**src/rtl/uart_tx_fifo.sv**
```systemverilog
// Byte FIFO feeding a uart_8n1 transmitter: producers push bytes at any rate, the
// sequencer drains them one frame at a time over the tx_data/tx_start/tx_busy handshake.
module uart_tx_fifo #(
    parameter int DEPTH       = 16,
    parameter int ADDR_W      = 4,
    parameter int ACK_TIMEOUT = 255
) (
    input  logic              hclk,
    input  logic              rst_n,
    input  logic [7:0]        wr_data,
    input  logic              wr_en,
    output logic              full,
    output logic              empty,
    output logic [ADDR_W:0]   count,
    output logic              overflow,
    output logic [7:0]        tx_data,
    output logic              tx_start,
    input  logic              tx_busy
);

    typedef enum logic [1:0] {
        ST_IDLE      = 2'd0,
        ST_START     = 2'd1,
        ST_WAIT_ACK  = 2'd2,
        ST_WAIT_DONE = 2'd3
    } state_t;

    localparam logic [ADDR_W:0]   DEPTH_C     = (ADDR_W + 1)'(DEPTH);
    localparam logic [ADDR_W:0]   CNT_ZERO_C  = (ADDR_W + 1)'(0);
    localparam logic [ADDR_W:0]   CNT_ONE_C   = (ADDR_W + 1)'(1);
    localparam logic [ADDR_W-1:0] PTR_ZERO_C  = ADDR_W'(0);
    localparam logic [ADDR_W-1:0] PTR_ONE_C   = ADDR_W'(1);
    localparam logic [8:0]        ACK_LIMIT_C = 9'(ACK_TIMEOUT);

    logic [7:0]        mem_r [DEPTH];
    logic [ADDR_W-1:0] wr_ptr_r;
    logic [ADDR_W-1:0] rd_ptr_r;
    logic [ADDR_W:0]   count_r;
    logic              overflow_r;
    state_t            state_r;
    logic [7:0]        tx_data_r;
    logic              tx_start_r;
    logic [7:0]        ack_cnt_r;

    logic              full_s;
    logic              empty_s;
    logic              wr_accept_s;
    logic              pop_s;
    logic [8:0]        ack_cnt_inc_s;

    // Flags decode from the registered count; a write is judged against registered full.
    always_comb begin
        full_s        = (count_r == DEPTH_C);
        empty_s       = (count_r == CNT_ZERO_C);
        wr_accept_s   = wr_en & ~full_s;
        pop_s         = (state_r == ST_WAIT_ACK) & tx_busy;
        ack_cnt_inc_s = {1'b0, ack_cnt_r} + 9'd1;
    end

    // Storage array; contents are deliberately left out of reset.
    always_ff @(posedge hclk) begin
        if (rst_n && wr_accept_s) begin
            mem_r[wr_ptr_r] <= wr_data;
        end
    end

    // Pointers, occupancy and the sticky overflow flag.
    always_ff @(posedge hclk) begin
        if (!rst_n) begin
            wr_ptr_r   <= PTR_ZERO_C;
            rd_ptr_r   <= PTR_ZERO_C;
            count_r    <= CNT_ZERO_C;
            overflow_r <= 1'b0;
        end else begin
            if (wr_accept_s) begin
                wr_ptr_r <= wr_ptr_r + PTR_ONE_C;
            end
            if (pop_s) begin
                rd_ptr_r <= rd_ptr_r + PTR_ONE_C;
            end
            case ({wr_accept_s, pop_s})
                2'b10:   count_r <= count_r + CNT_ONE_C;
                2'b01:   count_r <= count_r - CNT_ONE_C;
                default: count_r <= count_r;
            endcase
            if (wr_en && full_s) begin
                overflow_r <= 1'b1;
            end
        end
    end

    // Transmit sequencer; the byte is only popped once the transmitter raises busy,
    // so a start strobe that is never acknowledged is retried with the same byte.
    always_ff @(posedge hclk) begin
        if (!rst_n) begin
            state_r    <= ST_IDLE;
            tx_data_r  <= 8'h00;
            tx_start_r <= 1'b0;
            ack_cnt_r  <= 8'h00;
        end else begin
            tx_start_r <= 1'b0;
            case (state_r)
                ST_IDLE: begin
                    if (!empty_s && !tx_busy) begin
                        tx_data_r  <= mem_r[rd_ptr_r];
                        tx_start_r <= 1'b1;
                        state_r    <= ST_START;
                    end
                end
                ST_START: begin
                    ack_cnt_r <= 8'h00;
                    state_r   <= ST_WAIT_ACK;
                end
                ST_WAIT_ACK: begin
                    if (tx_busy) begin
                        state_r <= ST_WAIT_DONE;
                    end else if (ack_cnt_inc_s >= ACK_LIMIT_C) begin
                        state_r <= ST_IDLE;
                    end else begin
                        ack_cnt_r <= ack_cnt_inc_s[7:0];
                    end
                end
                ST_WAIT_DONE: begin
                    if (!tx_busy) begin
                        state_r <= ST_IDLE;
                    end
                end
                default: begin
                    state_r <= ST_IDLE;
                end
            endcase
        end
    end

    assign full     = full_s;
    assign empty    = empty_s;
    assign count    = count_r;
    assign overflow = overflow_r;
    assign tx_data  = tx_data_r;
    assign tx_start = tx_start_r;

endmodule

```
**config.mk**
```make
export PLATFORM = sky130hd
export DESIGN_NAME = uart_tx_fifo
export DESIGN_NICKNAME = d
export VERILOG_FILES = /design/src/rtl/uart_tx_fifo.sv
export SDC_FILE = /design/constraint.sdc
export NUM_CORES = 1
export LEC_CHECK = 0
export ABC_CLOCK_PERIOD_IN_PS = 5430
export CAP_MARGIN = 25
export CORE_AREA = 3 3 125 127
export CTS_BUF_LIST = sky130_fd_sc_hd__clkbuf_8
export DETAILED_ROUTE_END_ITERATION = 10
export DIE_AREA = 0 0 128 130
export PLACE_DENSITY = 0.68
export REMOVE_ABC_BUFFERS = 1
export SLEW_MARGIN = 0
export SYNTH_ARGS = -nofsm -noshare
export SYNTH_HDL_FRONTEND = slang
export SYNTH_SLANG_ARGS = --single-unit
```
**constraint.sdc**
```tcl
create_clock -name hclk -period 5.43 [get_ports hclk]
set_clock_uncertainty 0.15 [all_clocks]
set_input_delay 1.629 -clock hclk [delete_from_list [all_inputs] [get_ports hclk]]
set_output_delay 1.629 -clock hclk [all_outputs]
set_load 0.01 [all_outputs]
```
# Yosys cells after proc, flatten, opt, wreduce, memory -nomap -nowiden
# Memory sizes are Yosys's and may differ from the RTL's. A register that Yosys moved wholly into a read port is not among the register bits.
# Cells that the tools add are included.
# classes
addsub	5
n_lt_le_gt_ge	1
n_eq_ne	11
mux	12
bitwise_logic	3
reduce_logical	14
# ops
cell	n
two-way mux 8 bit	2
one-hot mux 8 bit (2 select lines)	1
one-hot mux 5 bit (2 select lines)	1
adder 8 x 1 -> 9 bit, second input constant	1
>= comparator 9 x 8 -> 1 bit, second input constant	1
adder 4 x 1 -> 4 bit, second input constant	2
two-way mux 2 bit	4
!= test 2 bit, second input constant	4
one-hot mux 2 bit (4 select lines)	1
== test 2 bit, second input constant	3
AND reduction 3 bit	2
adder 5 x 1 -> 5 bit, second input constant	1
== test 5 bit, second input constant	1
zero test 5 bit	1
subtractor 5 x 1 -> 5 bit, second input constant	1
== test 2 x 1 -> 1 bit, second input constant	2
AND reduction 2 bit	2
nonzero test 2 bit	2
logical AND 1 bit	3
zero test 1 bit	3
two-way mux 1 bit	3
!= test 3 x 2 -> 1 bit, second input constant	1
bitwise AND 1 bit	2
zero test 2 bit	1
inverter 1 bit	1
# totals
register_bits	25
ram_bits	128
in_bits	12
out_inout_bits	17
elab_cells	54
n_memories	1
# mem_list
memory	depth	width	read_ports	rd_clocked_by_memory_dff	wr	line	source
mem_r	16	8	1	1	1	35	logic [7:0] mem_r [DEPTH];

# Longest topological paths before layout
# logic_depth
ltp_word	6
mapped_depth	11
mapped_depth_nobuf	10

# Worst setup path before layout
# OpenSTA, ideal clock, no wires.
# synth_timing
path_type	input-to-reg
from	input wr_en
to	register count_r[4], in the netlist count[4]
setup_time_ns	0.070
t_arrival_ns	3.665
t_required_ns	5.210
setup_slack_ns	1.545
stages	9
n_path_buf	0
path_cell_list	a21boi_1 > inv_1 > ha_1 > fa_1 > a21o_1 > a21oi_1 > xor2_1 > or3_1 > a21oi_1
# synth_between
elab_chain_len	3
word_cells_on_any_way	5
classes_between	2 x eq/ne; 1 x mux; 1 x bitwise; 1 x reduce/logical
# synth_rtl
item	line	source
start: declaration	11	input logic wr_en,
bitwise AND 1 bit (*)	55	wr_accept_s = wr_en & ~full_s;
== test 2 x 1 -> 1 bit or == test 2 bit (tied branches)	81	case ({wr_accept_s, pop_s})
one-hot mux 5 bit (2 select lines) or nonzero test 2 bit (tied branches)	n/a	
end signal: assignment	82	2'b10: count_r <= count_r + CNT_ONE_C;
end signal: assignment	83	2'b01: count_r <= count_r - CNT_ONE_C;
end signal: assignment	84	default: count_r <= count_r;
end: declaration	38	logic [ADDR_W:0] count_r;
# Every way passes the cells marked *; elsewhere a longest branch is shown, timed or not.
# A chain may end at the register's enable or synchronous reset.

# Final worst setup path
# Ends and elaborated chain as after synthesis.

==> flow_summary.toml <==
[outcome]
status = "complete, no violations"

[place]
place_area_um2 = 7090
io_buffer_count = 28
dp_cells = 594
dp_hpwl_um = 7900
routabilityCongestion = 0.808
dp_slack_ns = 0.790

[clocking]
postCtsHoldBufs = 0
clock_tree.buffer_depth = 2
cts.repair.resized = 0
post_cts_buffers = 0
clk_pin_slew_ns = 0.08
clock_latency_ns = 0.46
cts_inserted_buffers = 17
cts-root-buf = "clkbuf_8"
htree_num_levels = 4
cts_tree = "built"
clock-sinks = 161

[detailed_routing]
met3_length_um = 619
wl_met2_um = 6370
ant_nets = 0
wire_per_inst_um = 20.1
routed.top_layer = "met4"
drc = 0
vias = 3603
drt_pass1_iterations = 4
wl_um = 12600
vias_per_cell = 5.76
drtIter0Drc = 336
wl_met1_um = 5470

[timing]
setup_viol = 0
worst_pin_slew_ns = 0.930
timing.fmax_mhz = 239
hold_viol = 0
slew_violations = 0
finalWorstSetupSlack_ns = 1.24
setup-tns-final_ns = 0
rsz0062_at_grt = "no"
timing.hold.ws_ns = 0.323
slew_headroom = 0.376
fin_crit_sh = 0.772
min_period_ns = 4.19

[synth]
synth_area_um2 = 6730
seq_area_frac_synth = 0.669
yosysUniqueCellTypes = 60
synth_warnings = 0
synthArstFlopShare = 0
synthTopCellsByArea = "edfxtp_1, dfxtp_1, mux4_1, mux4_2, ha_1"
synth-seq-cells = 161
synth_ff_type = "edfxtp_1"
syn_inst = 401
yosysTopAreaCell = "edfxtp_1"
netlist.area_leader.share = 0.571
synth.avg_cell_area_um2 = 16.8
synth_edf_count = 128

[global_routing]
grt_util_all_layers = 0.161
grt_max_degree = 36
antenna_found_initial = 0
grt_pass1_vias = 3519
grt-ovfl-total = 0
grt_pass1_wl_um = 19600

[worst_setup_path]
critPathSlowestCell = "a21boi_1"
critPathLaunchType = "primary input"
path_common_cell = "a21oi_1"
cp.required_ns = 5.66
critPathBufInv = 2
slowest_delay_ns = 0.55
crit_type = "in2reg"
critPathTopFamily = "compound AO/OA/AOI/OAI gates"
cp_max_fo = 9
worst_setup_path_end_kind = "register"
path_cells = "clkdlybuf4s50_1 > a21boi_1 > inv_1 > ha_1 > fa_1 > a21o_1 > a21oi_1 > xor2_1 > or3_1 > a21oi_1"
critical_path_arrival_ns = 4.42

[run]
maxCapViolCount = 0

[cells_and_area]
nets = 453
stdcell_count = 626
diodes = 0
drive_above_1_share = 0.113
area_delta_synth_final_pct = 11.5
final_common_cell = "edfxtp_1"
stdcell_area_um2 = 7500
layout_common_cells = "edfxtp_1, nor2_1, dfxtp_1"
utilization = 0.516

[floorplan]
die_x_um = 128
rows = 44
core_um2 = 14500
start_util = 0.463
die_y_um = 130
die_area_um2 = 16600
io_pins = 29

[power]
ir_drop_v = 0.000162
p_total_mw = 2.45
p_leak_nw = 2.46
power_per_cell_area_nw_per_um2 = 326

[hold_path]
hp-class = "reg2reg"
[per-layer routing]
metal  vias to the layer above  GRT usage
met5                         -          0
met4                         0     0.0537
met3                        11     0.0401
met2                        91      0.270
met1                      1838      0.206
li1                       1663          -
[Yosys cell counts (3+ instances only)]
cell type,n
edfxtp_1,128
nor2_1,36
dfxtp_1,33
mux4_1,23
nand2_1,15
ha_1,11
a21oi_1,10
mux4_2,9
a22o_1,8
inv_1,8
o22ai_1,8
a221oi_1,7
or3_1,7
nand3_1,6
o21ai_0,6
xor2_1,6
buf_2,5
xnor2_1,5
nand3b_1,4
a211oi_1,3
a41o_1,3
clkbuf_1,3
mux2i_1,3
nand4_1,3
o2111ai_1,3
[power breakdown]
group	internal (mW)	total, mW	switching, mW
Sequential	1.35	1.37	0.0219
Combinational	0.0805	0.171	0.0905
Clock	0.467	0.905	0.438
Total	1.90	2.45	0.550
[registers in the layout, summed over array words and instances, names as in the netlist]
signal / flops
overflow: 1
ack_cnt_r: 8
rd_ptr_r: 4
tx_start: 1
wr_ptr_r: 4
tx_data: 8
mem_r: 128
state_r: 2
count: 5
[worst min-delay path: cells and delay by family (launching register included)]
kind,cells,cell delay (ns)
flip-flops,1,0.31
AND/OR/NAND/NOR,1,0.05
AO/OA/AOI/OAI,1,0.06
[final timing paths]
check                                 from    endpoint  slack [ns]  cells after the start
worst max-delay path                 wr_en    count[4]        1.24                     10
worst min-delay path            tx_data[2]  tx_data[2]        0.32                      2
worst max register to register    count[0]    count[4]        2.32                     10
worst min register to register  tx_data[2]  tx_data[2]        0.32                      2
[area by class of cell]
class | count | area, um^2
Multi-Input combinational cell | 210 | 2010
Timing Repair Buffer | 31 | 315
Clock buffer | 18 | 248
Inverter | 8 | 30.0
Sequential cell | 161 | 4510
Tap cell | 184 | 230
Fill cell | 1195 | 7030
Clock inverter | 14 | 160
[kinds of logic (layout without fill, tap and decap cells)]
logic type / after synthesis / count (layout) / synth area share
AOI/OAI and AO/OA: 63 / 63 / 0.0695
DFF: 161 / 161 / 0.669
adders and majority gates: 12 / 12 / 0.0234
buffers and inverters: 30 / 71 / 0.0316
muxes: 35 / 35 / 0.124
and+or+nand+nor: 89 / 89 / 0.0673
xor gates and xnor gates: 11 / 11 / 0.0143
Power figures use the tool's default switching activity.
